`src/rtl/operand_loader_if.sv`:
```
// Operand-loader bus: upstream beat handshake, downstream operand-set handshake,
// error pulse and transfer counter.
// master = the side that feeds beats and consumes operand sets; slave = the loader.
interface operand_loader_if #(parameter int WIDTH = 4);
  logic             in_valid;
  logic             in_ready;
  logic [WIDTH-1:0] in_data;
  logic             out_valid;
  logic             out_ready;
  logic [WIDTH-1:0] out_1;
  logic [WIDTH-1:0] out_2;
  logic             out_3;
  logic             err;
  logic [7:0]       op_count;

  modport master (
    output in_valid, in_data, out_ready,
    input  in_ready, out_valid, out_1, out_2, out_3, err, op_count
  );

  modport slave (
    input  in_valid, in_data, out_ready,
    output in_ready, out_valid, out_1, out_2, out_3, err, op_count
  );
endinterface

```
`src/rtl/operand_loader.sv`:
```
// operand_loader: assembles three WIDTH-bit beats (A, B, C) into a registered
// operand set {out_1 = A, out_2 = B, out_3 = C[0]} held until downstream takes it.
// Beat A of the next group may be captured on the same edge as the transfer.
// Optional macro OPERAND_LOADER_TIMEOUT_EN builds an idle counter that drops a
// stalled partial group (in S_B/S_C) after TIMEOUT idle cycles and pulses err.
module operand_loader #(
  parameter int WIDTH   = 4,
  parameter int TIMEOUT = 15
) (
  input  logic            clk,
  input  logic            rst,
  operand_loader_if.slave bus
);

  typedef enum logic [1:0] {S_A, S_B, S_C, S_OUT} state_t;

  state_t           state, nxt;
  logic             acc, xfer, to_fire;
  logic [WIDTH-1:0] op1_q, op2_q;
  logic             op3_q;
  logic [7:0]       cnt_q;
  logic             err_q;

  // in_ready is the only combinational output: a full stage frees up when downstream takes it
  assign bus.in_ready  = (state != S_OUT) || bus.out_ready;
  assign bus.out_valid = (state == S_OUT);
  assign bus.out_1     = op1_q;
  assign bus.out_2     = op2_q;
  assign bus.out_3     = op3_q;
  assign bus.err       = err_q;
  assign bus.op_count  = cnt_q;

  assign acc  = bus.in_valid && ((state != S_OUT) || bus.out_ready);
  assign xfer = (state == S_OUT) && bus.out_ready;

`ifdef OPERAND_LOADER_TIMEOUT_EN
  localparam int             CW   = $clog2(TIMEOUT + 1);
  localparam logic [CW-1:0]  LAST = CW'(TIMEOUT - 1);

  logic [CW-1:0] idle_q;
  logic          waiting;

  assign waiting = (state == S_B) || (state == S_C);
  // an accepted beat always beats the timeout on the same edge
  assign to_fire = waiting && !acc && (idle_q == LAST);

  // idle counter runs only mid-group; err is the registered drop event
  always_ff @(posedge clk or posedge rst) begin
    if (rst) begin
      idle_q <= '0;
      err_q  <= 1'b0;
    end else begin
      err_q <= to_fire;
      if (acc || !waiting || to_fire) idle_q <= '0;
      else                            idle_q <= idle_q + 1'b1;
    end
  end
`else
  logic unused_timeout;
  assign unused_timeout = (TIMEOUT > 0);
  assign to_fire        = 1'b0;
  assign err_q          = 1'b0;
`endif

  // state register
  always_ff @(posedge clk or posedge rst) begin
    if (rst) state <= S_A;
    else     state <= nxt;
  end

  // next-state: beats advance A->B->C->OUT; transfer with a beat skips straight to S_B
  always_comb begin
    nxt = state;
    case (state)
      S_A:   if (acc) nxt = S_B;
      S_B:   if (acc) nxt = S_C;   else if (to_fire) nxt = S_A;
      S_C:   if (acc) nxt = S_OUT; else if (to_fire) nxt = S_A;
      S_OUT: if (xfer) nxt = acc ? S_B : S_A;
      default: nxt = S_A;
    endcase
  end

  // operand capture; unloaded fields keep stale values
  always_ff @(posedge clk or posedge rst) begin
    if (rst) begin
      op1_q <= '0;
      op2_q <= '0;
      op3_q <= 1'b0;
    end else if (acc) begin
      case (state)
        S_A, S_OUT: op1_q <= bus.in_data;
        S_B:        op2_q <= bus.in_data;
        S_C:        op3_q <= bus.in_data[0];
        default:    ;
      endcase
    end
  end

  // completed-transfer counter, natural 8-bit wrap
  always_ff @(posedge clk or posedge rst) begin
    if (rst)       cnt_q <= '0;
    else if (xfer) cnt_q <= cnt_q + 8'd1;
  end

endmodule

```
`src/flat_wrapper.sv`:
```
// flat-port wrapper written by rule: the top's interface ports become plain ports
module operand_loader_flat 
#(
  parameter int WIDTH   = 4,
  parameter int TIMEOUT = 15
)
  (clk, rst, bus_in_valid, bus_in_data, bus_out_ready, bus_in_ready, bus_out_valid, bus_out_1, bus_out_2, bus_out_3, bus_err, bus_op_count);
  operand_loader_if #(.WIDTH(WIDTH)) bus_i ();
  input  logic clk;
  input  logic rst;
  input wire logic [$bits(bus_i.in_valid)-1:0] bus_in_valid;
  input wire logic [$bits(bus_i.in_data)-1:0] bus_in_data;
  input wire logic [$bits(bus_i.out_ready)-1:0] bus_out_ready;
  output wire logic [$bits(bus_i.in_ready)-1:0] bus_in_ready;
  output wire logic [$bits(bus_i.out_valid)-1:0] bus_out_valid;
  output wire logic [$bits(bus_i.out_1)-1:0] bus_out_1;
  output wire logic [$bits(bus_i.out_2)-1:0] bus_out_2;
  output wire logic [$bits(bus_i.out_3)-1:0] bus_out_3;
  output wire logic [$bits(bus_i.err)-1:0] bus_err;
  output wire logic [$bits(bus_i.op_count)-1:0] bus_op_count;
  assign bus_i.in_valid = bus_in_valid;
  assign bus_i.in_data = bus_in_data;
  assign bus_i.out_ready = bus_out_ready;
  assign bus_in_ready = bus_i.in_ready;
  assign bus_out_valid = bus_i.out_valid;
  assign bus_out_1 = bus_i.out_1;
  assign bus_out_2 = bus_i.out_2;
  assign bus_out_3 = bus_i.out_3;
  assign bus_err = bus_i.err;
  assign bus_op_count = bus_i.op_count;
  operand_loader #(.WIDTH(WIDTH), .TIMEOUT(TIMEOUT)) u_core (.clk(clk), .rst(rst), .bus(bus_i));
endmodule
```
`config.mk`:
```
export PLATFORM = sky130hd
export DESIGN_NAME = operand_loader_flat
export DESIGN_NICKNAME = d
export VERILOG_FILES = /design/src/rtl/operand_loader_if.sv /design/src/rtl/operand_loader.sv /design/src/flat_wrapper.sv
export SDC_FILE = /design/constraint.sdc
export NUM_CORES = 1
export LEC_CHECK = 0
export BUFFER_PORTS_ARGS = -buffer_cell sky130_fd_sc_hd__buf_2
export CORE_ASPECT_RATIO = 0.7
export CORE_UTILIZATION = 25
export CTS_BUF_LIST = sky130_fd_sc_hd__clkbuf_16
export DETAILED_ROUTE_END_ITERATION = 12
export GPL_ROUTABILITY_DRIVEN = 0
export PLACE_DENSITY_LB_ADDON = 0.08
export SYNTH_ARGS = -nofsm -noshare
export SYNTH_HDL_FRONTEND = slang
export SYNTH_SLANG_ARGS = --single-unit
export TNS_END_PERCENT = 20
```
`constraint.sdc`:
```
create_clock -name clk -period 1.55 [get_ports clk]
set_clock_uncertainty 0.1 [all_clocks]
set_input_delay 0.0775 -clock clk [delete_from_list [all_inputs] [get_ports clk]]
set_output_delay 0.0775 -clock clk [all_outputs]
set_load 0.02 [all_outputs]
```
# Yosys cells after proc, flatten, opt, wreduce, memory -nomap -nowiden
# Index checks and enable logic that the tools add are counted.
[op_classes]
n_mux = 6
addsub = 1
n_eq_ne = 8
n_reduce_logical = 9
[ops]
columns = ["operator", "count"]
rows = [
  ["8-bit by 1-bit adder with 8-bit output (second input constant)", 1],
  ["2-bit 2-to-1 mux", 4],
  ["2-bit by 1-bit != test with 1-bit output (second input constant)", 4],
  ["2-bit case mux with 4 select lines", 1],
  ["2-bit AND reduction", 3],
  ["2-bit equality test (second input constant)", 2],
  ["4-bit AND reduction", 1],
  ["2-bit by 1-bit equality test with 1-bit output (second input constant)", 1],
  ["1-bit logical AND", 2],
  ["2-bit zero test", 1],
  ["2-bit != test (second input constant)", 1],
  ["2-bit OR reduction", 1],
  ["1-bit logical OR", 1],
  ["1-bit 2-to-1 mux", 1],
]
[word_totals]
word_cells = 29
input_bits = 8
out_inout_bits = 20
register_bits = 19

# Depth between registers and ports, before layout
# Gate-level depths: netlist of run 1.
[depth]
word_depth = 6
ltp_mapped = 5
mapped_depth_nobuf = 5

# Worst setup path after synthesis of run 1
# OpenSTA, ideal clock, no wires.
[synth_timing]
kind = "register to register"
startpoint = "reg u_core.state[1]"
endpoint = "reg u_core.op1_q[0], in the netlist u_core.bus.out_1[0]"
required_ps = 1325
slack_ps = -87
setup_ps = 125
synth_period_minus_slack_ps = 1637
arrival_ps = 1412
n_path_buf = 0
stages_incl_launch_ff = 5
cell_sequence = "dfrtp_1 -> ha_1 -> nand2b_4 -> and3b_4 -> mux2_4"
[synth_between]
word_cells_on_any_way = 7
cone_classes = "eq/ne (2); reduce/logical (5)"
[synth_lines]
columns = ["item", "line_no", "source"]
rows = [
  ["from (decl)", "operand_loader.sv:17", "state_t state, nxt;"],
  ["from (signal assigned)", "operand_loader.sv:68", "else state <= nxt;"],
  ["2-bit equality test", "n/a", ""],
  ["named net bus_out_valid", "flat_wrapper.sv:15", "output wire logic [$bits(bus_i.out_valid)-1:0] bus_out_valid;"],
  ["2-bit OR reduction", "operand_loader.sv:90", "case (state)"],
  ["2-bit AND reduction (no source line)", "n/a", ""],
  ["to (signal assigned)", "operand_loader.sv:91", "S_A, S_OUT: op1_q <= bus.in_data;"],
  ["to (decl)", "operand_loader.sv:19", "logic [WIDTH-1:0] op1_q, op2_q;"],
]
# The timed path passes the listed nets, and every way through them passes these cells.
# A chain may end at the register's enable or synchronous reset.

# Worst setup path in the final report of run 1
[layout_timing]
startpoint = "reg u_core.state[1]"
endpoint = "reg u_core.op1_q[3], in the netlist u_core.bus.out_1[3]"
[layout_between]
elab_chain_len = 4
word_cells_on_any_way = 7
cone_classes = "eq/ne (2); reduce/logical (5)"
[layout_lines]
columns = ["item", "line_no", "source"]
rows = [
  ["2-bit != test", "operand_loader.sv:33", "assign acc = bus.in_valid && ((state != S_OUT) || bus.out_ready);"],
  ["1-bit logical OR", "operand_loader.sv:33", ""],
  ["1-bit logical AND", "operand_loader.sv:33", ""],
  ["2-bit AND reduction (no source line) *", "n/a", ""],
]
# Mark *: on every way between the ends. The rest lies on a longest branch, timed or not.

==> impl_metrics.csv, run 1 <==
group,metric,value,unit
outcome,status,"complete, but fails checks",
timing,hold_ws,0.0200,ns
worst_setup_path,cp.arrival,1.63,ns
cells_and_area,synthToLayoutAreaGrowth,39.1,%
timing,maxSlewViolCount,0,
cells_and_area,num-nets-final,119,
placed_design,dp_cells,143,
detailed_routing,first_iter_violations,17,
global_route,grt_pass1_wl,2680,µm
global_route,grt_util_met1,13.2,%
clock_network,cts_buffers,3,
power,ir_worst_vdd,0.605,mV
global_route,met3_usage,4.81,%
worst_setup_path,cp.required,1.58,ns
detailed_routing,via_per_inst,4.18,
synthesis,ys_seq_elements,19,
clock_network,clock_path_buffers,2,
clock_network,cts_tree,"built",
timing,fin_crit,1.61,ns
timing,final.period_utilization,104,%
job,drv_cap,0,
cells_and_area,diodes,0,
global_route,grt_max_degree,20,
placed_design,hpwlAfterDp,1320,µm
timing,rsz0062_at_grt,"yes",
detailed_routing,final_antenna_net_count,0,
synthesis,yosysWarningCount,0,
detailed_routing,firstDrtPassIters,4,
clock_network,cts.sinks,19,
global_route,overflow,0,
power,p_leak,0.617,nW
timing,hold_viol_final,0,
global_route,grt.total_usage,9.90,%
detailed_routing,wire_per_inst,11.8,µm
die,placementRows,17,
worst_setup_path,r2r_setup_slack,-0.06,ns
worst_setup_path,cp_slowest_cell,"dfrtp_1",
global_route,grt_antenna_before_repair,0,
worst_setup_path,crit_path_max_fanout,5,
die,dieArea,3890,µm²
power,total_power,2.76,mW
worst_hold_path,hold_class,"input pin to register",
worst_setup_path,path_cells,"inv_2 -> ha_4 -> and3b_4 -> mux2_4",
placed_design,port_buffers,26,
cells_and_area,final_layout_size_suffix_gt1_share,53.8,%
detailed_routing,drc,0,
synthesis,syn_nets,81,
timing,finalSetupViolations,4,
clock_network,insertion_delay,0.24,ns
synthesis,synth_area_per_cell,13.6,µm²
detailed_routing,via_count,631,
power,power_density,2180,nW/µm²
synthesis,synthCells,67,
die,die_h,52.5,µm
worst_setup_path,startpoint,"u_core.state[1]",
timing,fmax,622,MHz
worst_setup_path,slowest_delay,0.43,ns
synthesis,syn_area,911,µm²
clock_network,htreeDepth,1,
worst_setup_path,worstSetupEndpointType,"register",
clock_network,clkTransAtPathRegs,0.05,ns
worst_setup_path,criticalPathCategory,"register to register",
worst_setup_path,rr_endpoint,"u_core.bus.out_1[3]",
die,core-area,3320,µm²
clock_network,root_buffer,"clkbuf_16",
synthesis,synth_seq_area_share,52.2,%
cells_and_area,final_cell_count_no_fill,151,
synthesis,yosysUniqueCellTypes,22,
worst_setup_path,crit_end,"u_core.bus.out_1[3]",
worst_setup_path,cp-start-kind,"register",
die,initial_core_util,27.5,%
global_route,grt_pass1_vias,569,
worst_setup_path,reg2reg_from,"u_core.state[1]",
worst_setup_path,worstRegToRegCells,4,
die,die_x,74.1,µm
detailed_routing,wirelength,1780,µm
timing,fin_ws,-0.0580,ns
global_route,grt-busiest-layer,"met2",
die,ios,28,
outcome,failed_checks,"setup timing",
cells_and_area,fillers,343,
global_route,gr-usage-met2,13.9,%
-- layer usage --
layer	part of all wire, %	up-vias
li1	-	310
met1	52	299
met2	41	20
met3	6.3	2
met4	0.39	0
met5	0	-
-- placed cells by master (no fill, tap or decap) --
cell type,instances
mux2_4,4
conb_1,1
xor2_1,1
nand2b_4,1
o21ai_2,1
and3b_4,1
and3_1,2
nand3_1,1
dfrtp_1,19
nand2_1,2
ha_2,1
o221ai_1,1
mux2_2,7
dlygate4sd3_1,4
nor3_2,1
buf_4,5
inv_2,2
and2_4,1
inv_1,2
a2bb2oi_1,1
ha_1,4
nand4_1,4
xnor2_1,6
buf_2,26
nand3_2,1
a211o_2,1
ha_4,1
clkbuf_16,3
-- Yosys cell counts (all sizes together) --
cell type / instances / area share (%)
o21ai: 1 / 0.55
o221ai: 1 / 0.96
mux2: 11 / 15
a211o: 1 / 1.1
a2bb2oi: 1 / 0.96
nand4: 4 / 2.7
and3: 2 / 1.4
nand2b: 1 / 1.5
and2: 1 / 0.82
nand2: 2 / 0.82
nor3: 1 / 0.55
ha: 6 / 8.2
and3b: 1 / 1.4
nand3: 2 / 1.1
inv: 3 / 1.2
conb: 1 / 0.41
xor2: 1 / 0.96
buf: 2 / 2.1
xnor2: 6 / 5.8
dfrtp: 19 / 52
-- power breakdown --
| group | total [mW] | internal, mW | switching [mW] |
|---|---|---|---|
| clock network | 0.507 | 0.342 | 0.165 |
| logic | 1.37 | 0.680 | 0.688 |
| registers | 0.888 | 0.715 | 0.173 |
-- flip-flops by register name (all words and copies together), names as in the netlist --
name	flops
u_core.bus.op_count	8
u_core.bus.out_1	4
u_core.bus.out_2	4
u_core.bus.out_3	1
u_core.state	2
-- what timing repair did --
item                                   4_1_cts  5_1_grt
setup endpoints to repair                   10        7
resized for setup                            2        3
pin swaps                                    0        0
hold buffers                                 4        0
endpoints found under the hold margin       24        0
setup buffers                                0        0
-- layout make-up --
cell class / count / area (µm²) / share of cell area, %
flip-flops and latches: 19 / 475 / 37.5
multi-input cells: 43 / 435 / 34.4
repair buffers: 35 / 208 / 16.4
clock buffers: 3 / 75.1 / 5.92
well taps: 47 / 58.8 / 4.64
inverters: 3 / 11.3 / 0.888
clock inverters: 1 / 3.75 / 0.296
-- worst max-delay path: cells and delay by family (launching register included) --
kind,cells,cell delay [ns]
DFF,1,0.43
buffers and inverters,1,0.11
and+or+nand+nor,1,0.34
adders and majority gates,1,0.20
muxes,1,0.31
-- logic make-up (layout without fill, tap and decap cells) --
kind of cell	Yosys count	after routing	share of synthesized area (%)
xor gates and xnor gates	7	7	6.73
other	1	1	0.412
muxes	11	11	15.2
DFF	19	19	52.2
AOI/OAI and AO/OA	4	4	3.57
and+or+nand+nor	14	14	10.3
adders and majority gates	6	6	8.24
buffers and inverters	5	42	3.30
-- through the flow --
step           utilization, %  TNS [ns]  setup WS [ns]  area, µm²
2_1_floorplan               -   -0.0242       -0.00606        926
3_3_place_gp             34.2    -0.187        -0.0794       1130
3_5_place_dp             34.2    -0.239        -0.0583       1130
4_1_cts                  37.9    -0.204        -0.0556       1260
5_1_grt                  38.2    -0.514        -0.0976       1270
6_report                 38.2    -0.216        -0.0580       1270
-- worst min path at each step --
| stage | start | end | slack (ns) | cells past startpoint |
|---|---|---|---|---|
| 2_1_floorplan | rst | u_core.bus.op_count[0] | -0.07 | 1 |
| 3_3_place_gp | rst | u_core.bus.out_2[1] | 0.008 | 3 |
| 3_5_place_dp | rst | u_core.bus.out_2[1] | 0.02 | 3 |
| 4_1_cts | bus_in_data[0] | u_core.bus.out_1[0] | 0.007 | 2 |
| 5_1_grt | bus_in_data[0] | u_core.bus.out_3 | 0.02 | 2 |
| 6_report | bus_in_data[0] | u_core.bus.out_1[0] | 0.02 | 2 |
(Power assumes the default switching activity.)
==> run 2: changes to the inputs <==
Settings changed: CORE_MARGIN from default to 2.
==> run 2 against run 1 <==
Compared with the run above:
- the flow still finishes with violations (setup timing)
- largest cell class unchanged
- clock power rose by 3.9%
- cell area up 1.7%
- setup slack better by 0.022 ns
- worst hold slack better by 0.10 ns
- critical path depth stayed put
- count of clock-buffer cells in the layout did not move
- sequential share of layout area shrank 0.52 points
- power grew 0.70%
- wire length rose by 2.7%
==> impl_metrics.csv, run 2 (synthesized netlist as in run 1, its figures left out) <==
group,metric,value,unit
worst_setup_path,path_cells,"inv_4 -> ha_4 -> and3b_4 -> mux2_4",
clock_network,insertion_delay,0.25,ns
detailed_routing,wirelength,1830,µm
global_route,grt_antenna_before_repair,0,
die,ios,28,
timing,fin_crit,1.59,ns
global_route,grt_max_degree,20,
clock_network,cts.sinks,19,
cells_and_area,fillers,357,
die,initial_core_util,25.9,%
worst_hold_path,hold_start,"bus_in_valid",
worst_hold_path,hold_class,"input pin to register",
power,p_seq_share,32.1,%
worst_setup_path,cp.required,1.59,ns
power,combPwrFrac,49.0,%
cells_and_area,fin_util,36.7,%
clock_network,cts_tree,"built",
worst_setup_path,worstRegToRegCells,4,
worst_hold_path,min_to,"u_core.bus.out_3",
clock_network,htreeDepth,1,
worst_setup_path,rr_endpoint,"u_core.bus.out_1[2]",
job,drv_cap,0,
detailed_routing,via_count,625,
power,total_power,2.78,mW
global_route,grt.total_usage,9.72,%
placed_design,port_buffers,26,
timing,finalSetupViolations,5,
die,die_h,54.5,µm
detailed_routing,drc,0,
global_route,grt_pass1_vias,590,
worst_setup_path,cp_slowest_cell,"dfrtp_2",
power,cell_internal_pwr,1.74,mW
die,core-area,3510,µm²
power,p_leak,0.622,nW
timing,setup_tns,-0.142,ns
power,clkPwrFrac,18.9,%
detailed_routing,wire_per_inst,11.7,µm
worst_setup_path,timing.critical_path.buf_inv,1,
clock_network,clkTransAtPathRegs,0.06,ns
detailed_routing,via_per_inst,4.01,
power,power_density,2160,nW/µm²
cells_and_area,largest_register_ffs,8,
power,netSwitchingFraction,37.3,%
die,die_x,76.1,µm
cells_and_area,register_area,477,µm²
cells_and_area,diodes,0,
die,dieArea,4150,µm²
worst_setup_path,criticalPathCategory,"register to register",
cells_and_area,multiInputGateArea,430,µm²
worst_setup_path,r2r_setup_slack,-0.04,ns
worst_setup_path,crit_path_max_fanout,5,
worst_setup_path,reg2reg_from,"u_core.state[1]",
cells_and_area,layout_common_cells,"buf_2, dfrtp_1, mux2_2",
clock_network,cts_buffers,3,
outcome,status,"complete, but fails checks",
worst_setup_path,cp_top_family,"flip-flops",
worst_setup_path,slowest_delay,0.45,ns
timing,final.period_utilization,102,%
timing,fmax,631,MHz
detailed_routing,final_antenna_net_count,0,
timing,fin_ws,-0.0359,ns
clock_network,clock_path_buffers,2,
cells_and_area,synthToLayoutAreaGrowth,41.5,%
timing,rsz0062_at_grt,"yes",
clock_network,root_buffer,"clkbuf_16",
timing,maxSlewViolCount,0,
power,ir_worst_vdd,0.766,mV
worst_setup_path,cp-start-kind,"register",
die,placementRows,18,
cells_and_area,final_layout_size_suffix_gt1_share,54.7,%
worst_setup_path,cp.arrival,1.62,ns
timing,hold_viol_final,0,
power,switchingPower,1.04,mW
detailed_routing,first_iter_violations,32,
global_route,overflow,0,
cells_and_area,num-nets-final,121,
cells_and_area,layout_commonest_cell,"buf_2",
detailed_routing,firstDrtPassIters,2,
worst_setup_path,worstSetupEndpointType,"register",
worst_hold_path,whs_path_depth,3,
outcome,failed_checks,"setup timing",
global_route,grt_pass1_wl,3020,µm
-- run 2: changes by cell type in the layout (fill, tap and decap cells not counted), sizes merged --
cell | previous run | this run
inv | 4 | 3
buf | 31 | 32
clkinv | 0 | 1
dlygate4sd3 | 4 | 5
-- run 2: power groups by stage --
stage                     combinational, mW  sequential, mW  clock [mW]
after floorplan                       0.693            1.10           0
after global placement                 1.30           0.884           0
after detailed placement               1.29           0.894           0
after CTS                              1.35           0.889       0.544
after global routing                   1.49           0.923       0.565
final                                  1.36           0.892       0.527
-- run 2: layout make-up --
cell class / instances / area share [%]
clock buffers: 3 / 5.83
clock inverters: 1 / 0.388
inverters: 3 / 1.07
multi-input cells: 43 / 33.4
flip-flops and latches: 19 / 37.0
well taps: 50 / 4.85
repair buffers: 37 / 17.5
-- run 2: how the worst max path moves through the flow --
stage,from,endpoint,slack [ns],cells after the start
floorplan,u_core.state[1],u_core.bus.out_1[0],-0.006,4
global placement,u_core.state[1],u_core.state[1],-0.04,5
detailed placement,u_core.state[1],u_core.bus.out_1[2],-0.06,4
CTS,u_core.state[1],u_core.bus.out_1[1],-0.05,4
global route,u_core.state[0],u_core.bus.out_1[3],-0.08,4
finish,u_core.state[1],u_core.bus.out_1[2],-0.04,4
-- run 2: worst register-to-register path: cells and delay by family, from the launching register on --
kind / cells / cell delay [ns]
multiplexers: 1 / 0.31
buffers and inverters: 1 / 0.09
AND/OR/NAND/NOR: 1 / 0.34
flip-flops: 1 / 0.45
adder cells (fa/ha/maj): 1 / 0.19
-- run 2: stage by stage --
| step | cells | hold slack, ns | setup WS [ns] | instance area, µm² |
|---|---|---|---|---|
| final | 156 | 0.122 | -0.0359 | 1290 |
| after global routing | 156 | 0.138 | -0.0791 | 1290 |
| after CTS | 155 | 0.120 | -0.0506 | 1280 |
| after detailed placement | 145 | 0.0230 | -0.0577 | 1130 |
| after global placement | 145 | 0.0205 | -0.0411 | 1130 |
| after floorplan | 67 | -0.0714 | -0.00606 | 926 |
-- run 2: repair_timing --
action	4_1_cts	5_1_grt
setup buffers	1	1
hold endpoints to repair	26	0
hold buffers	5	0
resized for setup	3	2
setup endpoints to repair	9	6
-- run 2: layer usage --
layer  up-vias  routed length (µm)  GRT usage [%]
li1        308                   -              -
met1       298                 932           12.8
met2        17                 797           15.5
met3         2                  94           3.96
met4         0                   7           1.82
met5         -                   0              0
